==> src/rtl/mips_ctrl_pkg.sv <==
// Shared encodings for the multi-cycle MIPS control path: opcodes, funct
// codes, FSM states, datapath mux selects and the decoded control bundle.
package mips_ctrl_pkg;

  localparam logic [5:0] OP_RTYPE = 6'b000000;
  localparam logic [5:0] OP_J     = 6'b000010;
  localparam logic [5:0] OP_JAL   = 6'b000011;
  localparam logic [5:0] OP_BEQ   = 6'b000100;
  localparam logic [5:0] OP_BNE   = 6'b000101;
  localparam logic [5:0] OP_ADDI  = 6'b001000;
  localparam logic [5:0] OP_LW    = 6'b100011;
  localparam logic [5:0] OP_SW    = 6'b101011;
  localparam logic [5:0] OP_HALT  = 6'b111111;

  localparam logic [5:0] FN_JR    = 6'b001000;
  localparam logic [5:0] FN_ADD   = 6'b100000;

  typedef enum logic [2:0] {
    ST_FETCH  = 3'd0,
    ST_DECODE = 3'd1,
    ST_EXEC   = 3'd2,
    ST_MEM    = 3'd3,
    ST_WB     = 3'd4,
    ST_HALT   = 3'd5
  } state_t;

  localparam logic [1:0] PC_PLUS4   = 2'b00;
  localparam logic [1:0] PC_BRANCH  = 2'b01;
  localparam logic [1:0] PC_JUMP    = 2'b10;
  localparam logic [1:0] PC_RS      = 2'b11;

  localparam logic       SRCA_PC    = 1'b0;
  localparam logic       SRCA_RS    = 1'b1;

  localparam logic [1:0] SRCB_RT    = 2'b00;
  localparam logic [1:0] SRCB_FOUR  = 2'b01;
  localparam logic [1:0] SRCB_SIMM  = 2'b10;
  localparam logic [1:0] SRCB_SHIMM = 2'b11;

  localparam logic [1:0] ALU_ADD    = 2'b00;
  localparam logic [1:0] ALU_SUB    = 2'b01;
  localparam logic [1:0] ALU_FUNCT  = 2'b10;

  localparam logic [1:0] DST_RT     = 2'b00;
  localparam logic [1:0] DST_RD     = 2'b01;
  localparam logic [1:0] DST_RA     = 2'b10;

  localparam logic [1:0] M2R_ALU    = 2'b00;
  localparam logic [1:0] M2R_MDR    = 2'b01;
  localparam logic [1:0] M2R_PC     = 2'b10;

  // Memory wait counter width; covers MEM_TIMEOUT up to 255.
  localparam int CNT_W = 8;

  // Combinational control bundle decoded from state and inputs.
  typedef struct packed {
    logic       mem_req;
    logic       mem_read;
    logic       mem_write;
    logic       iord;
    logic       ir_write;
    logic       pc_write;
    logic [1:0] pc_src;
    logic       alu_src_a;
    logic [1:0] alu_src_b;
    logic [1:0] alu_op;
    logic [1:0] reg_dst;
    logic [1:0] mem2reg;
    logic       reg_write;
    logic       illegal;
    logic       halted;
  } ctrl_t;

endpackage

==> src/rtl/mc_control_fsm_if.sv <==
// Control/handshake bundle between the multi-cycle control FSM (master)
// and the datapath/memory side (slave).
interface mc_control_fsm_if #(
  parameter int NB_OP    = 6,
  parameter int NB_FUNCT = 6
);
  logic                i_en;
  logic [NB_OP-1:0]    i_opcode;
  logic [NB_FUNCT-1:0] i_funct;
  logic                i_zero;
  logic                i_mem_ready;

  logic                o_mem_req;
  logic                o_mem_read;
  logic                o_mem_write;
  logic                o_iord;
  logic                o_ir_write;
  logic                o_pc_write;
  logic [1:0]          o_pc_src;
  logic                o_alu_src_a;
  logic [1:0]          o_alu_src_b;
  logic [1:0]          o_alu_op;
  logic [1:0]          o_reg_dst;
  logic [1:0]          o_mem2reg;
  logic                o_reg_write;
  logic                o_illegal;
  logic                o_halted;
  logic                o_err;
  logic [2:0]          o_state;

  modport master (
    input  i_en, i_opcode, i_funct, i_zero, i_mem_ready,
    output o_mem_req, o_mem_read, o_mem_write, o_iord, o_ir_write,
           o_pc_write, o_pc_src, o_alu_src_a, o_alu_src_b, o_alu_op,
           o_reg_dst, o_mem2reg, o_reg_write, o_illegal, o_halted,
           o_err, o_state
  );

  modport slave (
    output i_en, i_opcode, i_funct, i_zero, i_mem_ready,
    input  o_mem_req, o_mem_read, o_mem_write, o_iord, o_ir_write,
           o_pc_write, o_pc_src, o_alu_src_a, o_alu_src_b, o_alu_op,
           o_reg_dst, o_mem2reg, o_reg_write, o_illegal, o_halted,
           o_err, o_state
  );
endinterface

==> src/rtl/mc_main_decoder.sv <==
// Combinational opcode classifier. JR is split out of the R-type class so
// the FSM never runs it through EXEC; with EN_JAL=0 both JAL and JR fall
// into the illegal class.
module mc_main_decoder
  import mips_ctrl_pkg::*;
#(
  parameter int NB_OP    = 6,
  parameter int NB_FUNCT = 6,
  parameter int EN_JAL   = 1
) (
  input  logic [NB_OP-1:0]    opcode,
  input  logic [NB_FUNCT-1:0] funct,
  output logic                is_r,
  output logic                is_lw,
  output logic                is_sw,
  output logic                is_beq,
  output logic                is_bne,
  output logic                is_addi,
  output logic                is_j,
  output logic                is_jal,
  output logic                is_jr,
  output logic                is_halt,
  output logic                is_illegal
);
  localparam logic JAL_ON = (EN_JAL != 0);

  logic r_fmt;
  logic fn_jr;

  assign r_fmt      = (opcode == NB_OP'(OP_RTYPE));
  assign fn_jr      = (funct == NB_FUNCT'(FN_JR));

  assign is_r       = r_fmt & ~fn_jr;
  assign is_jr      = r_fmt & fn_jr & JAL_ON;
  assign is_lw      = (opcode == NB_OP'(OP_LW));
  assign is_sw      = (opcode == NB_OP'(OP_SW));
  assign is_beq     = (opcode == NB_OP'(OP_BEQ));
  assign is_bne     = (opcode == NB_OP'(OP_BNE));
  assign is_addi    = (opcode == NB_OP'(OP_ADDI));
  assign is_j       = (opcode == NB_OP'(OP_J));
  assign is_jal     = (opcode == NB_OP'(OP_JAL)) & JAL_ON;
  assign is_halt    = (opcode == NB_OP'(OP_HALT));

  assign is_illegal = ~(is_r | is_jr | is_lw | is_sw | is_beq | is_bne |
                        is_addi | is_j | is_jal | is_halt);
endmodule

==> src/rtl/mc_control_fsm.sv <==
// Multi-cycle MIPS control FSM: FETCH/DECODE/EXEC/MEM/WB/HALT with a
// bounded memory wait. Only state, the wait counter and the sticky error
// flag are registered; every other output is decoded from them and the
// current inputs, and is forced to zero while reset is held.
module mc_control_fsm
  import mips_ctrl_pkg::*;
#(
  parameter int NB_OP       = 6,
  parameter int NB_FUNCT    = 6,
  parameter int MEM_TIMEOUT = 16,
  parameter int EN_JAL      = 1
) (
  input  logic           clk,
  input  logic           i_rst,
  mc_control_fsm_if.master bus
);
  // Counter value on the last permitted wait cycle.
  localparam logic [CNT_W-1:0] CNT_LAST = CNT_W'(MEM_TIMEOUT - 1);

  state_t           state;
  state_t           nxt;
  logic [CNT_W-1:0] wait_cnt;
  logic             err;
  logic             timeout;
  ctrl_t            ctl;

  logic is_r, is_lw, is_sw, is_beq, is_bne, is_addi;
  logic is_j, is_jal, is_jr, is_halt, is_illegal;

  mc_main_decoder #(
    .NB_OP    (NB_OP),
    .NB_FUNCT (NB_FUNCT),
    .EN_JAL   (EN_JAL)
  ) u_dec (
    .opcode     (bus.i_opcode),
    .funct      (bus.i_funct),
    .is_r       (is_r),
    .is_lw      (is_lw),
    .is_sw      (is_sw),
    .is_beq     (is_beq),
    .is_bne     (is_bne),
    .is_addi    (is_addi),
    .is_j       (is_j),
    .is_jal     (is_jal),
    .is_jr      (is_jr),
    .is_halt    (is_halt),
    .is_illegal (is_illegal)
  );

  // Next-state and control decode from current state, IR fields and handshakes.
  always_comb begin
    ctl     = '0;
    nxt     = state;
    timeout = 1'b0;
    case (state)
      ST_FETCH: begin
        if (bus.i_en) begin
          ctl.mem_req   = 1'b1;
          ctl.mem_read  = 1'b1;
          ctl.alu_src_a = SRCA_PC;
          ctl.alu_src_b = SRCB_FOUR;
          ctl.alu_op    = ALU_ADD;
          if (bus.i_mem_ready) begin
            ctl.ir_write = 1'b1;
            ctl.pc_write = 1'b1;
            ctl.pc_src   = PC_PLUS4;
            nxt          = ST_DECODE;
          end else if (wait_cnt == CNT_LAST) begin
            timeout = 1'b1;
            nxt     = ST_HALT;
          end
        end
      end
      ST_DECODE: begin
        ctl.alu_src_a = SRCA_PC;
        ctl.alu_src_b = SRCB_SHIMM;
        ctl.alu_op    = ALU_ADD;
        if (is_r | is_addi | is_lw | is_sw | is_beq | is_bne) begin
          nxt = ST_EXEC;
        end else if (is_j) begin
          ctl.pc_write = 1'b1;
          ctl.pc_src   = PC_JUMP;
          nxt          = ST_FETCH;
        end else if (is_jal) begin
          nxt = ST_WB;
        end else if (is_jr) begin
          ctl.pc_write = 1'b1;
          ctl.pc_src   = PC_RS;
          nxt          = ST_FETCH;
        end else if (is_halt) begin
          nxt = ST_HALT;
        end else begin
          ctl.illegal = 1'b1;
          nxt         = ST_FETCH;
        end
      end
      ST_EXEC: begin
        ctl.alu_src_a = SRCA_RS;
        nxt           = ST_FETCH;
        if (is_r) begin
          ctl.alu_op    = ALU_FUNCT;
          ctl.alu_src_b = SRCB_RT;
          nxt           = ST_WB;
        end else if (is_addi | is_lw | is_sw) begin
          ctl.alu_op    = ALU_ADD;
          ctl.alu_src_b = SRCB_SIMM;
          nxt           = is_addi ? ST_WB : ST_MEM;
        end else if (is_beq | is_bne) begin
          ctl.alu_op    = ALU_SUB;
          ctl.alu_src_b = SRCB_RT;
          ctl.pc_write  = ~(bus.i_zero ^ is_beq);
          ctl.pc_src    = PC_BRANCH;
        end
      end
      ST_MEM: begin
        ctl.mem_req   = 1'b1;
        ctl.iord      = 1'b1;
        ctl.mem_read  = is_lw;
        ctl.mem_write = is_sw;
        if (bus.i_mem_ready) begin
          nxt = is_lw ? ST_WB : ST_FETCH;
        end else if (wait_cnt == CNT_LAST) begin
          timeout = 1'b1;
          nxt     = ST_HALT;
        end
      end
      ST_WB: begin
        ctl.reg_write = 1'b1;
        nxt           = ST_FETCH;
        if (is_r) begin
          ctl.reg_dst = DST_RD;
          ctl.mem2reg = M2R_ALU;
        end else if (is_lw) begin
          ctl.reg_dst = DST_RT;
          ctl.mem2reg = M2R_MDR;
        end else if (is_jal) begin
          ctl.reg_dst  = DST_RA;
          ctl.mem2reg  = M2R_PC;
          ctl.pc_write = 1'b1;
          ctl.pc_src   = PC_JUMP;
        end else begin
          ctl.reg_dst = DST_RT;
          ctl.mem2reg = M2R_ALU;
        end
      end
      ST_HALT: begin
        ctl.halted = 1'b1;
      end
      default: begin
        nxt = ST_FETCH;
      end
    endcase
    // Reset aborts any access in the same cycle: no request, no strobe.
    if (i_rst) begin
      ctl = '0;
    end
  end

  // State, memory wait counter and sticky timeout flag.
  always_ff @(posedge clk) begin
    if (i_rst) begin
      state    <= ST_FETCH;
      wait_cnt <= '0;
      err      <= 1'b0;
    end else begin
      state <= nxt;
      if (timeout) begin
        err <= 1'b1;
      end
      if ((nxt != state) && ((nxt == ST_FETCH) || (nxt == ST_MEM))) begin
        wait_cnt <= '0;
      end else if (ctl.mem_req && !bus.i_mem_ready) begin
        wait_cnt <= wait_cnt + CNT_W'(1);
      end
    end
  end

  assign bus.o_mem_req   = ctl.mem_req;
  assign bus.o_mem_read  = ctl.mem_read;
  assign bus.o_mem_write = ctl.mem_write;
  assign bus.o_iord      = ctl.iord;
  assign bus.o_ir_write  = ctl.ir_write;
  assign bus.o_pc_write  = ctl.pc_write;
  assign bus.o_pc_src    = ctl.pc_src;
  assign bus.o_alu_src_a = ctl.alu_src_a;
  assign bus.o_alu_src_b = ctl.alu_src_b;
  assign bus.o_alu_op    = ctl.alu_op;
  assign bus.o_reg_dst   = ctl.reg_dst;
  assign bus.o_mem2reg   = ctl.mem2reg;
  assign bus.o_reg_write = ctl.reg_write;
  assign bus.o_illegal   = ctl.illegal;
  assign bus.o_halted    = ctl.halted;
  assign bus.o_err       = err & ~i_rst;
  assign bus.o_state     = i_rst ? ST_FETCH : state;
endmodule

==> src/flat_wrapper.sv <==
// flat-port wrapper written by rule: the top's interface ports become plain ports
module mc_control_fsm_flat import mips_ctrl_pkg::*;
#(
  parameter int NB_OP       = 6,
  parameter int NB_FUNCT    = 6,
  parameter int MEM_TIMEOUT = 16,
  parameter int EN_JAL      = 1
)
  (clk, i_rst, bus_i_en, bus_i_opcode, bus_i_funct, bus_i_zero, bus_i_mem_ready, bus_o_mem_req, bus_o_mem_read, bus_o_mem_write, bus_o_iord, bus_o_ir_write, bus_o_pc_write, bus_o_pc_src, bus_o_alu_src_a, bus_o_alu_src_b, bus_o_alu_op, bus_o_reg_dst, bus_o_mem2reg, bus_o_reg_write, bus_o_illegal, bus_o_halted, bus_o_err, bus_o_state);
  mc_control_fsm_if #(.NB_OP(NB_OP), .NB_FUNCT(NB_FUNCT)) bus_i ();
  input  logic clk;
  input  logic i_rst;
  input wire logic [$bits(bus_i.i_en)-1:0] bus_i_en;
  input wire logic [$bits(bus_i.i_opcode)-1:0] bus_i_opcode;
  input wire logic [$bits(bus_i.i_funct)-1:0] bus_i_funct;
  input wire logic [$bits(bus_i.i_zero)-1:0] bus_i_zero;
  input wire logic [$bits(bus_i.i_mem_ready)-1:0] bus_i_mem_ready;
  output wire logic [$bits(bus_i.o_mem_req)-1:0] bus_o_mem_req;
  output wire logic [$bits(bus_i.o_mem_read)-1:0] bus_o_mem_read;
  output wire logic [$bits(bus_i.o_mem_write)-1:0] bus_o_mem_write;
  output wire logic [$bits(bus_i.o_iord)-1:0] bus_o_iord;
  output wire logic [$bits(bus_i.o_ir_write)-1:0] bus_o_ir_write;
  output wire logic [$bits(bus_i.o_pc_write)-1:0] bus_o_pc_write;
  output wire logic [$bits(bus_i.o_pc_src)-1:0] bus_o_pc_src;
  output wire logic [$bits(bus_i.o_alu_src_a)-1:0] bus_o_alu_src_a;
  output wire logic [$bits(bus_i.o_alu_src_b)-1:0] bus_o_alu_src_b;
  output wire logic [$bits(bus_i.o_alu_op)-1:0] bus_o_alu_op;
  output wire logic [$bits(bus_i.o_reg_dst)-1:0] bus_o_reg_dst;
  output wire logic [$bits(bus_i.o_mem2reg)-1:0] bus_o_mem2reg;
  output wire logic [$bits(bus_i.o_reg_write)-1:0] bus_o_reg_write;
  output wire logic [$bits(bus_i.o_illegal)-1:0] bus_o_illegal;
  output wire logic [$bits(bus_i.o_halted)-1:0] bus_o_halted;
  output wire logic [$bits(bus_i.o_err)-1:0] bus_o_err;
  output wire logic [$bits(bus_i.o_state)-1:0] bus_o_state;
  assign bus_i.i_en = bus_i_en;
  assign bus_i.i_opcode = bus_i_opcode;
  assign bus_i.i_funct = bus_i_funct;
  assign bus_i.i_zero = bus_i_zero;
  assign bus_i.i_mem_ready = bus_i_mem_ready;
  assign bus_o_mem_req = bus_i.o_mem_req;
  assign bus_o_mem_read = bus_i.o_mem_read;
  assign bus_o_mem_write = bus_i.o_mem_write;
  assign bus_o_iord = bus_i.o_iord;
  assign bus_o_ir_write = bus_i.o_ir_write;
  assign bus_o_pc_write = bus_i.o_pc_write;
  assign bus_o_pc_src = bus_i.o_pc_src;
  assign bus_o_alu_src_a = bus_i.o_alu_src_a;
  assign bus_o_alu_src_b = bus_i.o_alu_src_b;
  assign bus_o_alu_op = bus_i.o_alu_op;
  assign bus_o_reg_dst = bus_i.o_reg_dst;
  assign bus_o_mem2reg = bus_i.o_mem2reg;
  assign bus_o_reg_write = bus_i.o_reg_write;
  assign bus_o_illegal = bus_i.o_illegal;
  assign bus_o_halted = bus_i.o_halted;
  assign bus_o_err = bus_i.o_err;
  assign bus_o_state = bus_i.o_state;
  mc_control_fsm #(.NB_OP(NB_OP), .NB_FUNCT(NB_FUNCT), .MEM_TIMEOUT(MEM_TIMEOUT), .EN_JAL(EN_JAL)) u_core (.clk(clk), .i_rst(i_rst), .bus(bus_i));
endmodule
==> config.mk <==
export PLATFORM = sky130hd
export DESIGN_NAME = mc_control_fsm_flat
export DESIGN_NICKNAME = d
export VERILOG_FILES = /design/src/rtl/mips_ctrl_pkg.sv /design/src/rtl/mc_control_fsm_if.sv /design/src/rtl/mc_main_decoder.sv /design/src/rtl/mc_control_fsm.sv /design/src/flat_wrapper.sv
export SDC_FILE = /design/constraint.sdc
export NUM_CORES = 1
export LEC_CHECK = 0
export ABC_AREA = 1
export CAP_MARGIN = 20
export CORE_MARGIN = 4
export CORE_UTILIZATION = 45
export DETAILED_ROUTE_END_ITERATION = 10
export MAX_ROUTING_LAYER = met4
export PLACE_DENSITY = 0.83
export SYNTH_ARGS = -nofsm -noshare
export SYNTH_HDL_FRONTEND = slang
export SYNTH_SLANG_ARGS = --single-unit
==> constraint.sdc <==
create_clock -name clk -period 3.1 [get_ports clk]
set_clock_uncertainty 0.15 [all_clocks]
set_input_delay 0.93 -clock clk [delete_from_list [all_inputs] [get_ports clk]]
set_output_delay 0.93 -clock clk [all_outputs]
set_load 0.005 [all_outputs]
# After elaboration in Yosys (flattened, before gate mapping)
# Index checks and enable logic that the tools add are counted.
dict set report classes {
  addsub 1
  n_eq_ne 17
  n_mux 52
  n_bitwise 15
  n_reduce_logical 8
}
# operator count
set ops {}
lappend ops {{$mux 3} 24}
lappend ops {{$mux 4} 6}
lappend ops {{$mux 20} 1}
lappend ops {{$eq 6x6->1 const B} 3}
lappend ops {{$pmux 3 s5} 1}
lappend ops {{$pmux 5 s3} 1}
lappend ops {{$eq 6x2->1 const B} 2}
lappend ops {{$eq 6x3->1 const B} 2}
lappend ops {{$eq 6x4->1 const B} 2}
lappend ops {{$mux 1} 12}
lappend ops {{$pmux 3 s4} 1}
lappend ops {{$eq 3x2->1 const B} 3}
lappend ops {{$mux 9} 1}
lappend ops {{$add 8x1->8 const B} 1}
lappend ops {{$eq 8x4->1 const B} 1}
lappend ops {{$or 1x1->1} 8}
lappend ops {{$eq 3x3->1 const B} 2}
lappend ops {{$logic_not 3->1} 2}
lappend ops {{$logic_not 6->1} 1}
lappend ops {{$mux 5} 1}
lappend ops {{$mux 2} 2}
lappend ops {{$pmux 2 s2} 1}
lappend ops {{$and 1x1->1} 3}
lappend ops {{$eq 3x1->1 const B} 1}
lappend ops {{8 further kinds} 11}
dict set report word_totals {
  register_bits 12
  in_bits 17
  elab_cells 96
}

# Logic depth before layout (Yosys ltp)
# Gate-level depths: netlist of the first run.
dict set report logic_depth {
  word_depth 14
  depth_mapped 13
  ltp_nobuf 13
}

# By module
# Synthesis of the first run repeated with hierarchy kept, for this count alone.
dict set report hier_totals {
  hier_cells 227
  hier_area_um2 1293.7
}
# module instances cells_each area_per_inst_um2 seq_area_each_um2
set modules_own_cells {}
lappend modules_own_cells {mc_control_fsm 1 181 1069.8 240.2}
lappend modules_own_cells {mc_main_decoder 1 46 224.0 0.0}

# Least setup slack after synthesis of the first run
# No wires, ideal clock.
dict set report synth_path {
  path_kind {input to output}
  from {in bus_i_opcode[5]}
  to {out bus_o_pc_write}
  t_arrival_ns 1.765
  setup_slack_ns 0.255
  path_stages 7
  cell_sequence {nor2_2 > nand2_1 > nor3_1 > o21ai_0 > o2111ai_1 > nand2_1 > inv_1}
}
dict set report synth_via {
  elab_chain_cells 10
  elab_cells_between_ends 32
  classes_between {eq/ne (7); mux (12); bitwise (12); reduce/logical (1)}
}
# item line_no
set synth_lines {}
lappend synth_lines {{from (decl)} flat_wrapper.sv:14} ;# input wire logic [$bits(bus_i.i_opcode)-1:0] bus_i_opcode;
lappend synth_lines {{$logic_not 6->1} mc_main_decoder.sv:30} ;# assign r_fmt = (opcode == NB_OP'(OP_RTYPE));
lappend synth_lines {{$and 1x1->1} mc_main_decoder.sv:33} ;# assign is_r = r_fmt & ~fn_jr;
lappend synth_lines {{$or 1x1->1 (5 in a row)} mc_control_fsm.sv:78} ;# if (is_r | is_addi | is_lw | is_sw | is_beq | is_bne) begin
lappend synth_lines {{$mux 3} mc_control_fsm.sv:78}
lappend synth_lines {{$pmux 3 s4 (*)} mc_control_fsm.sv:55} ;# case (state)
lappend synth_lines {{$mux 20 (*)} mc_control_fsm.sv:154} ;# if (i_rst) begin
lappend synth_lines {{to (decl)} flat_wrapper.sv:23} ;# output wire logic [$bits(bus_i.o_pc_write)-1:0] bus_o_pc_write;
# Every way passes the cells marked *; elsewhere a longest branch is shown, timed or not.

# Worst setup path in the final report of the first run
dict set report layout_path {
  from {in bus_i_opcode[5]}
  to {reg u_core.wait_cnt[4]}
}
dict set report layout_via {
  elab_chain_cells 13
  elab_cells_between_ends 35
  classes_between {eq/ne (10); mux (11); bitwise (9); reduce/logical (5)}
}
# item line_no
set layout_lines {}
lappend layout_lines {{$logic_not 6->1} mc_main_decoder.sv:30}
lappend layout_lines {{$and 1x1->1} mc_main_decoder.sv:33}
lappend layout_lines {{$or 1x1->1 (5 in a row)} mc_control_fsm.sv:78}
lappend layout_lines {{$mux 3} mc_control_fsm.sv:78}
lappend layout_lines {{$pmux 3 s5 (*)} mc_control_fsm.sv:55}
lappend layout_lines {{$eq 3x2->1 / $logic_not 3->1 (equally long branches)} mc_control_fsm.sv:170} ;# if ((nxt != state) && ((nxt == ST_FETCH) || (nxt == ST_MEM))) begin
lappend layout_lines {{$logic_or 1x1->1} mc_control_fsm.sv:170}
lappend layout_lines {{$logic_and 1x1->1 (*)} mc_control_fsm.sv:170}
lappend layout_lines {{$reduce_or 2->1 (no line) (*)} --}
lappend layout_lines {{to (signal assigned)} mc_control_fsm.sv:173} ;# wait_cnt <= wait_cnt + CNT_W'(1);
lappend layout_lines {{to (decl)} mc_control_fsm.sv:22} ;# logic [CNT_W-1:0] wait_cnt;
# Marked as above.
# A chain may end at the register's enable or synchronous reset.

==> flow_summary.ini, run 1 <==
[floorplan]
initial_core_util_pct = 47.0
dieArea_um2 = 3470
core_area_um2 = 2480
io_pins = 41
dieWidth_um = 58.9
rows = 18
die_h_um = 58.9

[placed_design]
dpl_worst_slack_ns = -0.780
dp_hpwl_mm = 2.76
gp_congestion = 0.873
port_buffers = 40

[drt]
vias = 2189
ant_nets = 0
avgRoutedWirePerCell_um = 22.0
wl_mm = 7.43
drt-vias-per-instance = 6.48
drtIter0Drc = 318
route.detailed.drc = 0
dr.pass1.iters = 9

[timing]
finalSetupViolCount = 14
rsz0062_at_grt = yes
fmax_mhz = 302
maxSlewHeadroom_pct = 73.9
holdWs_ns = 0.329
max_slew.worst_pin.slew_ns = 0.391
fin_crit_sh_pct = 107
hold_viol = 0
setup_ws_ns = -0.216
final.min_clock_period_ns = 3.32
slew_violations = 0

[run_status]
violations = setup timing
status = finished, violations left

[logic_synthesis]
yosys_warnings = 0
seq_area_frac_synth_pct = 20.6
synth.distinct_cells = 28
postSynthCellCount = 205
syn_area_per_cell_um2 = 5.68
async_flop_share_pct = 0
ys.flop_type = dfxtp_1
synth_edf_count = 0
netlist_area_um2 = 1160
syn_nets = 223
ys_ff_latch = 12

[global_routing]
grt_max_degree = 9
antenna_found_initial = 0
first_global_vias = 1910
grt_first_pass_wirelength_mm = 8.63
grt_use_total_pct = 33.7
overflow = 0

[setup_path]
crit_arrival_ns = 3.40
worstSetupEndpointType = register
cp_max_fo = 8
required_ns = 3.18
path_class = in -> reg
startpoint_type = input port

[clock_network]
clk_path_buf_depth = 2
cts_buffers = 3
cts_hold_buf = 0
clkTransAtPathRegs_ns = 0.08
clk_latency_ns = 0.28
root_buffer = clkbuf_4
cts-htree-levels = 1
cts_tree = yes
cts_sinks = 12

[hold_path]
hold_path.class = reg -> reg

[final_layout]
fillCellCount = 83
antenna_cells = 0
final_nets = 328
area_growth_pct = 97.7
drive_gt1_share_pct = 52.3

[power]
leakagePower_nw = 1.36
vdd_drop_max_uv = 354
power_density_nw_per_um2 = 187

[flow_run]
max_cap_violations = 0
## stage by stage
stage	cells	setup TNS, ns	utilization [%]	area, µm²	power (mW)
floorplan	205	0	-	1160	0.201
global placement	303	-11.38	73.5	1820	0.262
detailed placement	303	-11.58	73.5	1820	0.263
CTS	335	-0.0286	86.3	2140	0.385
global route	338	-2.21	93.0	2300	0.439
finish	338	-2.04	93.0	2300	0.430
## layout by cell type (no fill, tap or decap), types with 9 or more instances in the layout
cell | synthesis | routed
nor2_1 | 36 | 20
dfxtp_1 | 12 | 12
nor2_4 | 2 | 15
buf_4 | 1 | 56
buf_6 | 0 | 9
inv_2 | 2 | 9
nand2_1 | 51 | 36
inv_1 | 39 | 31
clkbuf_2 | 0 | 9
buf_2 | 0 | 12
nand2_2 | 2 | 12
## cells in the mapped netlist (2+ instances only)
| cell | number | area [µm²] |
|---|---|---|
| a21oi_1 | 8 | 40.0 |
| clkbuf_1 | 2 | 7.51 |
| dfxtp_1 | 12 | 240 |
| inv_1 | 39 | 146 |
| inv_2 | 2 | 7.51 |
| mux2_2 | 2 | 22.5 |
| nand2_1 | 51 | 191 |
| nand2_2 | 2 | 12.5 |
| nand3_1 | 12 | 60.1 |
| nand4_1 | 5 | 31.3 |
| nor2_1 | 36 | 135 |
| nor2_2 | 4 | 25.0 |
| nor2_4 | 2 | 22.5 |
| nor3_1 | 4 | 20.0 |
| nor4_1 | 3 | 18.8 |
| o21ai_0 | 4 | 20.0 |
| xnor2_1 | 2 | 17.5 |
| xor2_1 | 5 | 43.8 |
## final cells by class
cell class | count | area (µm²) | share of cell area (%)
inverters | 41 | 156 | 6.79
clock buffers | 3 | 22.5 | 0.978
well taps | 30 | 37.5 | 1.63
flip-flops and latches | 12 | 240 | 10.4
repair buffers | 103 | 832 | 36.1
multi-input cells | 149 | 1010 | 44.1
## registers in the layout (all words and copies together) (netlist names)
register	flops
u_core.wait_cnt	8
u_core.state	3
u_core.err	1
## what timing repair did
item	in CTS	in global routing
buffers inserted	31	4
gates resized for setup	123	83
setup endpoints to repair	24	27
pin swaps	25	34
## critical path, cell delays in order
cell     delay [ns]
buf_8          0.08
nor2_4         0.04
buf_6          0.12
buf_4          0.15
nand4_1        0.11
nand2_1        0.09
buf_4          0.14
buf_4          0.12
buf_4          0.12
buf_4          0.12
buf_4          0.12
buf_4          0.12
buf_4          0.12
buf_4          0.14
nor2_4         0.10
nand4_1        0.17
nand2_1        0.18
nand2_2        0.11
nand3_4        0.18
nand2_1        0.09
inv_1          0.06
## cell families (layout without fill, tap and decap cells)
logic type               after synthesis  count (layout)  share of synthesized area, %
AND/OR/NAND/NOR                      124             124                          49.7
flip-flops                            12              12                          20.6
buffers and inverters                 44             147                          14.5
AO/OA/AOI/OAI                         15              15                          6.87
multiplexers                           2               2                          1.93
XOR/XNOR                               7               7                          5.26
adder cells (fa/ha/maj)                1               1                          1.07
## power breakdown
part	switching [mW]	internal, mW
clock network	0.0573	0.0451
logic	0.0916	0.0787
registers	0.00194	0.156
total	0.151	0.279
## metal layers
metal | vias to the layer above | share of wire, % | GRT usage, %
li1 | 851 | - | -
met2 | 271 | 42 | 58.7
met4 | 0 | 12 | 16.5
met3 | 117 | 14 | 7.02
met5 | - | 0 | -
met1 | 950 | 32 | 35.8
## worst paths after layout
path / slack (ns) / start / cells past startpoint / endpoint
max: -0.22 / bus_i_opcode[5] / 21 / u_core.wait_cnt[4]
max reg2reg: 0.84 / u_core.state[1] / 11 / u_core.wait_cnt[4]
min: 0.33 / u_core.err / 2 / u_core.err
min reg2reg: 0.33 / u_core.err / 2 / u_core.err
(Power assumes the default switching activity.)
==> run 2: changes to the inputs <==
--- a/config.mk
+++ b/config.mk
@@ -6,7 +6,7 @@
 export NUM_CORES = 1
 export LEC_CHECK = 0
 export ABC_AREA = 1
-export CAP_MARGIN = 20
+export CAP_MARGIN = 15
 export CORE_MARGIN = 4
 export CORE_UTILIZATION = 45
 export DETAILED_ROUTE_END_ITERATION = 10
==> results of run 2 <==
No change in the layout: final DEF, timing and power equal those of run 1.
